$ cat src/rtl/stopwatch_pkg.sv
// Shared definitions for the stopwatch display path.
// Provides the arbiter state encoding, the source codes reported on the
// display source output, the default timing constants (in milliseconds at
// the 1 kHz scan clock) and a helper that maps a state to its source code.
package stopwatch_pkg;

  typedef enum logic [1:0] {
    ST_LIVE  = 2'd0,
    ST_LAP   = 2'd1,
    ST_ALERT = 2'd2
  } state_t;

  localparam logic [1:0] SRC_LIVE  = 2'd0;
  localparam logic [1:0] SRC_LAP   = 2'd1;
  localparam logic [1:0] SRC_ALERT = 2'd2;

  localparam int HOLD_MS       = 3000;
  localparam int BLINK_HALF    = 250;
  localparam int ALERT_FLASHES = 4;
  localparam int TW            = 12;

  function automatic logic [1:0] src_of(state_t st);
    logic [1:0] code;
    code = SRC_LIVE;
    case (st)
      ST_LAP:   code = SRC_LAP;
      ST_ALERT: code = SRC_ALERT;
      default:  code = SRC_LIVE;
    endcase
    return code;
  endfunction

endpackage

$ cat src/rtl/display_arbiter_if.sv
// Bundle between the stopwatch counter/lap logic and the display arbiter.
//   live_*          : running time (hours, minutes, seconds, centiseconds)
//   lap_req, lap_*  : single-cycle lap recall request and its snapshot values
//   alert_req       : single-cycle alert request
//   lap_ack/alert_ack : single-cycle acknowledges from the arbiter
//   disp_*, blank   : values and digit gating for the display driver
//   src, busy       : current display source (0 live, 1 lap, 2 alert)
// master = requester side, slave = arbiter side.
interface display_arbiter_if;

  logic [7:0] live_h, live_m, live_s, live_c;
  logic       lap_req;
  logic [7:0] lap_h, lap_m, lap_s, lap_c;
  logic       lap_ack;
  logic       alert_req;
  logic       alert_ack;
  logic [7:0] disp_h, disp_m, disp_s, disp_c;
  logic       blank;
  logic [1:0] src;
  logic       busy;

  modport master (
    output live_h, live_m, live_s, live_c,
    output lap_req, lap_h, lap_m, lap_s, lap_c,
    output alert_req,
    input  lap_ack, alert_ack,
    input  disp_h, disp_m, disp_s, disp_c,
    input  blank, src, busy
  );

  modport slave (
    input  live_h, live_m, live_s, live_c,
    input  lap_req, lap_h, lap_m, lap_s, lap_c,
    input  alert_req,
    output lap_ack, alert_ack,
    output disp_h, disp_m, disp_s, disp_c,
    output blank, src, busy
  );

endinterface

$ cat src/rtl/ms_down_counter.sv
// Millisecond down-counter used for the lap hold / alert duration timer and
// for the blink half-period timer.
//   clk_scan, rst : 1 kHz scan clock, asynchronous active-high reset
//   load, load_val: load a new count (wins over decrement)
//   en            : decrement by one per cycle; the count sticks at zero
//   zero          : count currently reads zero
module ms_down_counter #(
  parameter int TW = 12
) (
  input  logic          clk_scan,
  input  logic          rst,
  input  logic          load,
  input  logic [TW-1:0] load_val,
  input  logic          en,
  output logic          zero
);

  logic [TW-1:0] count_q;

  // NOTE: clocked state uses non-blocking assignments so every register
  // samples the pre-edge values, independent of statement order.
  always_ff @(posedge clk_scan or posedge rst) begin
    if (rst) begin
      count_q <= '0;
    end else if (load) begin
      count_q <= load_val;
    end else if (en && (count_q != '0)) begin
      count_q <= count_q - TW'(1);
    end
  end

  assign zero = (count_q == '0);

endmodule

$ cat src/rtl/display_arbiter.sv
// Display arbiter: chooses what the 8-digit multiplexed display shows.
//   clk_scan : 1 kHz scan clock (one cycle = 1 ms)
//   rst      : asynchronous active-high reset
//   bus      : display_arbiter_if.slave -- live time, lap/alert requests and
//              acks, registered display values, blank, src and busy
// Priority is alert > lap > live. A lap snapshot is held for HOLD_MS cycles;
// an alert blinks the live time for 2*BLINK_HALF*ALERT_FLASHES cycles,
// starting with the digits lit, and always returns to live afterwards.
module display_arbiter #(
  parameter int HOLD_MS       = stopwatch_pkg::HOLD_MS,
  parameter int BLINK_HALF    = stopwatch_pkg::BLINK_HALF,
  parameter int ALERT_FLASHES = stopwatch_pkg::ALERT_FLASHES,
  parameter int TW            = stopwatch_pkg::TW
) (
  input  logic                clk_scan,
  input  logic                rst,
  display_arbiter_if.slave    bus
);

  import stopwatch_pkg::*;

  localparam logic [TW-1:0] HOLD_LOAD  = TW'(HOLD_MS - 1);
  localparam logic [TW-1:0] ALERT_LOAD = TW'(2 * BLINK_HALF * ALERT_FLASHES - 1);
  localparam logic [TW-1:0] BLINK_LOAD = TW'(BLINK_HALF - 1);

  state_t        state_q, state_d;
  logic          dur_load, dur_zero;
  logic [TW-1:0] dur_val;
  logic          blink_load, blink_zero, blink_wrap;
  logic          lap_take, alert_take;
  logic          blank_d;

  // One timer serves both the lap hold and the alert duration, since the two
  // states are mutually exclusive and either entry reloads it.
  ms_down_counter #(.TW(TW)) u_dur_timer (
    .clk_scan (clk_scan),
    .rst      (rst),
    .load     (dur_load),
    .load_val (dur_val),
    .en       (state_q != ST_LIVE),
    .zero     (dur_zero)
  );

  ms_down_counter #(.TW(TW)) u_blink_timer (
    .clk_scan (clk_scan),
    .rst      (rst),
    .load     (blink_load),
    .load_val (BLINK_LOAD),
    .en       (state_q == ST_ALERT),
    .zero     (blink_zero)
  );

  always_ff @(posedge clk_scan or posedge rst) begin
    if (rst) state_q <= ST_LIVE;
    else     state_q <= state_d;
  end

  // NOTE: every signal driven here gets a default first, so no path through
  // the block leaves a value unassigned and no latch is inferred.
  always_comb begin
    state_d    = state_q;
    dur_load   = 1'b0;
    dur_val    = HOLD_LOAD;
    lap_take   = 1'b0;
    alert_take = 1'b0;
    blink_wrap = 1'b0;
    blank_d    = 1'b0;

    if (bus.alert_req) begin
      // Alert wins any simultaneous lap request and restarts an active alert.
      state_d    = ST_ALERT;
      alert_take = 1'b1;
      dur_load   = 1'b1;
      dur_val    = ALERT_LOAD;
    end else if (bus.lap_req && (state_q != ST_ALERT)) begin
      state_d  = ST_LAP;
      lap_take = 1'b1;
      dur_load = 1'b1;
      dur_val  = HOLD_LOAD;
    end else if ((state_q != ST_LIVE) && dur_zero) begin
      state_d = ST_LIVE;
    end

    // Half-period wrap: reload the blink timer and flip the digit gating.
    if ((state_q == ST_ALERT) && blink_zero && !alert_take) begin
      blink_wrap = 1'b1;
    end

    if ((state_d == ST_ALERT) && !alert_take) begin
      blank_d = blink_wrap ? ~bus.blank : bus.blank;
    end
  end

  assign blink_load = alert_take || blink_wrap;

  always_ff @(posedge clk_scan or posedge rst) begin
    if (rst) begin
      bus.disp_h    <= '0;
      bus.disp_m    <= '0;
      bus.disp_s    <= '0;
      bus.disp_c    <= '0;
      bus.blank     <= 1'b0;
      bus.src       <= SRC_LIVE;
      bus.busy      <= 1'b0;
      bus.lap_ack   <= 1'b0;
      bus.alert_ack <= 1'b0;
    end else begin
      bus.lap_ack   <= lap_take;
      bus.alert_ack <= alert_take;
      bus.blank     <= blank_d;
      bus.src       <= src_of(state_d);
      bus.busy      <= (state_d != ST_LIVE);
      if (state_d == ST_LAP) begin
        // The snapshot is only captured in the accepting cycle, then frozen.
        if (lap_take) begin
          bus.disp_h <= bus.lap_h;
          bus.disp_m <= bus.lap_m;
          bus.disp_s <= bus.lap_s;
          bus.disp_c <= bus.lap_c;
        end
      end else begin
        bus.disp_h <= bus.live_h;
        bus.disp_m <= bus.live_m;
        bus.disp_s <= bus.live_s;
        bus.disp_c <= bus.live_c;
      end
    end
  end

endmodule
$ cat src/flat_wrapper.sv
// flat-port wrapper written by rule: the top's interface ports become plain ports
module display_arbiter_flat import stopwatch_pkg::*;
#(
  parameter int HOLD_MS       = stopwatch_pkg::HOLD_MS,
  parameter int BLINK_HALF    = stopwatch_pkg::BLINK_HALF,
  parameter int ALERT_FLASHES = stopwatch_pkg::ALERT_FLASHES,
  parameter int TW            = stopwatch_pkg::TW
)
  (clk_scan, rst, bus_live_h, bus_live_m, bus_live_s, bus_live_c, bus_lap_req, bus_lap_h, bus_lap_m, bus_lap_s, bus_lap_c, bus_alert_req, bus_lap_ack, bus_alert_ack, bus_disp_h, bus_disp_m, bus_disp_s, bus_disp_c, bus_blank, bus_src, bus_busy);
  display_arbiter_if bus_i ();
  input  logic clk_scan;
  input  logic rst;
  input wire logic [$bits(bus_i.live_h)-1:0] bus_live_h;
  input wire logic [$bits(bus_i.live_m)-1:0] bus_live_m;
  input wire logic [$bits(bus_i.live_s)-1:0] bus_live_s;
  input wire logic [$bits(bus_i.live_c)-1:0] bus_live_c;
  input wire logic [$bits(bus_i.lap_req)-1:0] bus_lap_req;
  input wire logic [$bits(bus_i.lap_h)-1:0] bus_lap_h;
  input wire logic [$bits(bus_i.lap_m)-1:0] bus_lap_m;
  input wire logic [$bits(bus_i.lap_s)-1:0] bus_lap_s;
  input wire logic [$bits(bus_i.lap_c)-1:0] bus_lap_c;
  input wire logic [$bits(bus_i.alert_req)-1:0] bus_alert_req;
  output wire logic [$bits(bus_i.lap_ack)-1:0] bus_lap_ack;
  output wire logic [$bits(bus_i.alert_ack)-1:0] bus_alert_ack;
  output wire logic [$bits(bus_i.disp_h)-1:0] bus_disp_h;
  output wire logic [$bits(bus_i.disp_m)-1:0] bus_disp_m;
  output wire logic [$bits(bus_i.disp_s)-1:0] bus_disp_s;
  output wire logic [$bits(bus_i.disp_c)-1:0] bus_disp_c;
  output wire logic [$bits(bus_i.blank)-1:0] bus_blank;
  output wire logic [$bits(bus_i.src)-1:0] bus_src;
  output wire logic [$bits(bus_i.busy)-1:0] bus_busy;
  assign bus_i.live_h = bus_live_h;
  assign bus_i.live_m = bus_live_m;
  assign bus_i.live_s = bus_live_s;
  assign bus_i.live_c = bus_live_c;
  assign bus_i.lap_req = bus_lap_req;
  assign bus_i.lap_h = bus_lap_h;
  assign bus_i.lap_m = bus_lap_m;
  assign bus_i.lap_s = bus_lap_s;
  assign bus_i.lap_c = bus_lap_c;
  assign bus_i.alert_req = bus_alert_req;
  assign bus_lap_ack = bus_i.lap_ack;
  assign bus_alert_ack = bus_i.alert_ack;
  assign bus_disp_h = bus_i.disp_h;
  assign bus_disp_m = bus_i.disp_m;
  assign bus_disp_s = bus_i.disp_s;
  assign bus_disp_c = bus_i.disp_c;
  assign bus_blank = bus_i.blank;
  assign bus_src = bus_i.src;
  assign bus_busy = bus_i.busy;
  display_arbiter #(.HOLD_MS(HOLD_MS), .BLINK_HALF(BLINK_HALF), .ALERT_FLASHES(ALERT_FLASHES), .TW(TW)) u_core (.clk_scan(clk_scan), .rst(rst), .bus(bus_i));
endmodule
$ cat config.mk
export PLATFORM = sky130hd
export DESIGN_NAME = display_arbiter_flat
export DESIGN_NICKNAME = d
export VERILOG_FILES = /design/src/rtl/stopwatch_pkg.sv /design/src/rtl/display_arbiter_if.sv /design/src/rtl/ms_down_counter.sv /design/src/rtl/display_arbiter.sv /design/src/flat_wrapper.sv
export SDC_FILE = /design/constraint.sdc
export NUM_CORES = 1
export LEC_CHECK = 0
export BUFFER_PORTS_ARGS = -buffer_cell sky130_fd_sc_hd__buf_4
export CAP_MARGIN = 15
export CORE_UTILIZATION = 40
export DETAILED_ROUTE_END_ITERATION = 12
export PLACE_DENSITY = 0.73
export SYNTH_ARGS = -nofsm -noshare
export SYNTH_HDL_FRONTEND = slang
export SYNTH_SLANG_ARGS = --single-unit
$ cat constraint.sdc
create_clock -name clk_scan -period 2.7 [get_ports clk_scan]
set_input_delay 0.27 -clock clk_scan [delete_from_list [all_inputs] [get_ports clk_scan]]
set_output_delay 0.27 -clock clk_scan [all_outputs]
set_load 0.01 [all_outputs]
==> summary.txt <==
CTS
  – CTS tree: done
  – CTS Sinks: 64
  – Reg clk slew, reported paths: 0.09 ns
  – Post-CTS Resized: 0
  – Clock latency on the worst-skew pair: 0.35 ns
  – Root buf cell: clkbuf_8
  – H-tree depth: 3
  – CTS Buf Count: 9
  – Clock Tree Buf Depth: 2
  – Hold-fix buffers at CTS: 1
  – Setup Buffers After CTS: 0

Logic synthesis
  – Synth Instances: 357
  – Synth Cell Area: 3450 um^2
  – Flip-flop and latch count after synthesis: 64
  – Syn_nets: 429
  – Post-synthesis sequential area ratio: 46.4%
  – EDFF count, synth: 0
  – FFs w/ async S/R, synth: 100%
  – Avg Cell Area, Syn: 9.66 um^2
  – Ys Warns: 0
  – Top_reg_cell synth: dfrtp_1
  – Post-synth cell types: 46

Pwr
  – Sw frac: 30.5%
  – Internal power: 1.72 mW
  – Power per cell area: 544 nW/um^2
  – Clock power frac: 34.5%
  – Comb pwr share: 20.3%
  – Power after layout: 2.47 mW
  – Sequential share of power: 45.2%
  – Leak pwr: 1.84 nW
  – Maximum vdd drop: 0.000243 V
  – Switching power: 753 uW

GRT
  – First-pass GRT wire length: 15300 um
  – Met3 Use GR: 7.49%
  – Grt ovf: 0
  – Vias in the first global route: 3185
  – M1 GR Usage: 28.5%
  – Global route hottest layer: met2
  – Total track usage: 22.0%
  – Initial antenna violation count: 0
  – GR Layer Usage met2: 34.4%
  – Largest net degree at the start of global routing: 39

Route
  – Wire per inst: 16.2 um
  – 1st-iter DRT viols: 250
  – Antenna-violating nets left: 0
  – Routed WL: 9180 um
  – Vias post-DR: 3201
  – TritonRoute pass-1 iters: 4
  – Vias per cell: 5.66
  – # DRC: 0

Worst hold path
  – Worst Hold Depth: 3
  – Worst Hold Class: in2reg
  – Critical hold path startpoint: bus_lap_m[1]
  – Hold path endpoint: u_core.bus.disp_m[1]

STA
  – Clk_skew: 0.0143 ns
  – Worst Setup Slack, final: 0.307 ns
  – Final min period: 2.39 ns
  – Worst hold slack: 0.159 ns
  – FMAX: 0.418 GHz
  – Final setup vio count: 0
  – RSZ-0062 raised after global routing: no
  – Slew @ Worst Pin: 0.670 ns
  – Setup TNS: 0 ns
  – Slew Limit Fails: 0
  – Hold Vio Cnt, Final: 0
  – Period utilization: 88.6%
  – Rel. slew slack: 55.0%

Placed design
  – Final RePlAce weighted congestion: 0.817
  – HPWL after DPL: 6250 um
  – Placed Area: 4330 um^2
  – Place WS: 0.331 ns
  – Input/output buffers: 105
  – Post-placement cell count: 549

Final layout
  – Nets: 528
  – Area grow syn2layout: 31.6%
  – N_diodes: 0
  – Share of layout cells above drive strength 1: 35.1%
  – Final Cell Area: 4540 um^2
  – Final core utilization: 54.7%
  – Fillers: 736
  – Fin cells: 566

Floorplanning
  – Die Y: 94.9 um
  – Full die area: 9000 um^2
  – Initial core utilization: 41.6%
  – # rows: 33
  – Core area: 8300 um^2
  – Die W: 94.9 um
  – I/O pin total: 106

Critical path
  – Cells along the critical path: inv_1, ha_1, or4b_1, or4_4, a41oi_1, a21oi_1
  – R2r worst-path depth: 6
  – Crit Path Class: reg2reg
  – Worst R2R Setup Slack: 0.31 ns
  – Worst path required time: 2.93 ns
  – Delay of the slowest critical-path stage: 0.70 ns
  – Crit path DAT: 2.62 ns
  – CP endpoint kind: flop
  – Worst-path fanout max: 38
  – Critical Path Slowest Stage Cell: or4_4
  – Reg-to-reg endpoint: u_core.bus.disp_c[1]
  – CP startpoint kind: flop
  – RR Startpoint: u_core.u_dur_timer.count_q[0]

Status
  – Status: complete, no violations

Job
  – Max-cap viol count: 0
-- flip-flops by register name, summed over array words and instances (netlist names) --
name,flops
u_core.bus.alert_ack,1
u_core.bus.blank,1
u_core.bus.busy,1
u_core.bus.disp_c,8
u_core.bus.disp_h,8
u_core.bus.disp_m,8
u_core.bus.disp_s,8
u_core.bus.lap_ack,1
u_core.bus.src,2
u_core.state_q,2
u_core.u_blink_timer.count_q,12
u_core.u_dur_timer.count_q,12
-- power by group through the flow --
stage	sequential [mW]	combinational, mW	clock (mW)
finish	1.11	0.501	0.852
global route	1.13	0.555	0.920
CTS	1.11	0.505	0.875
floorplan	1.14	0.250	0
global placement	1.13	0.494	0
detailed placement	1.13	0.501	0
-- cells by family (layout without fill, tap and decap cells) --
| group | after synthesis | after routing | synth area share, % |
|---|---|---|---|
| fa+ha+maj | 4 | 4 | 1.45 |
| flops | 64 | 64 | 46.4 |
| buf+inv | 38 | 142 | 4.90 |
| xor+xnor | 6 | 6 | 1.52 |
| compound gates | 136 | 136 | 30.0 |
| simple gates | 109 | 109 | 15.7 |
-- cell usage in the layout (no fill, tap or decap), drive strengths merged, types with 2 or more instances in the layout --
cell    synthesis  routed
a21oi          38      38
a31o            2       2
a31oi           6       6
a41oi          32      32
and3            3       3
buf             7     117
clkbuf         23       9
clkinv          1       3
dfrtp          64      64
ha              4       4
inv             7      10
nand2          10      10
nand2b          3       3
nand3          11      11
nand3b          2       2
nand4           2       2
nor2           47      47
nor2b           2       2
nor3            5       5
nor4            5       5
o211ai          3       3
o21ai          43      43
o31ai           2       2
o41ai           3       3
or2             3       3
or3             7       7
or4             5       5
xor2            5       5
-- layout make-up --
cell class	count	area, um^2	share of cell area, %
timing repair buffer	118	888	19.6
sequential	64	1600	35.3
clock inverter	7	77.6	1.71
tap	105	131	2.89
clock buffer	9	124	2.73
multi-input combinational	255	1690	37.2
inverter	8	30.0	0.662
-- critical path: cells and delay by family (launching register included) --
kind / cells / cell delay [ns]
DFF: 1 / 0.39
buffers and inverters: 1 / 0.12
AOI/OAI and AO/OA: 2 / 0.42
adders and majority gates: 1 / 0.17
and+or+nand+nor: 2 / 1.15
-- synth_stat cells, drive strengths merged (2+ instances only) --
cell type	number	area [um^2]
nor4	5	31.3
dfrtp	64	1600
or4	5	41.3
nor2b	2	12.5
a31o	2	17.5
ha	4	50.1
nand2	10	37.5
nand2b	3	18.8
and3	3	18.8
o21ai	43	215
a41oi	32	430
xor2	5	43.8
nand3b	2	15.0
a21oi	38	190
o31ai	2	15.0
o211ai	3	22.5
inv	7	26.3
clkbuf	23	86.3
o41ai	3	45.1
a31oi	6	37.5
nor3	5	25.0
or2	3	18.8
nor2	47	176
buf	7	52.5
nand4	2	12.5
or3	7	43.8
nand3	11	55.1
-- per-layer routing --
metal / routed length [um] / share of wire (%)
met1: 3970 / 43
met2: 4410 / 48
met3: 670 / 7.3
met4: 121 / 1.3
met5: 0 / 0
-- worst max-delay path by stage --
stage | slack, ns | endpoint | start
finish | 0.31 | u_core.bus.disp_c[1] | u_core.u_dur_timer.count_q[0]
global placement | 0.42 | u_core.bus.disp_c[1] | u_core.u_dur_timer.count_q[4]
CTS | 0.32 | u_core.bus.disp_s[6] | u_core.u_dur_timer.count_q[0]
global route | 0.14 | u_core.u_dur_timer.count_q[6] | u_core.u_dur_timer.count_q[0]
floorplan | 0.43 | u_core.bus.disp_c[7] | u_core.u_dur_timer.count_q[0]
detailed placement | 0.33 | u_core.bus.disp_s[6] | u_core.u_dur_timer.count_q[0]
Power figures use the tool's default switching activity.
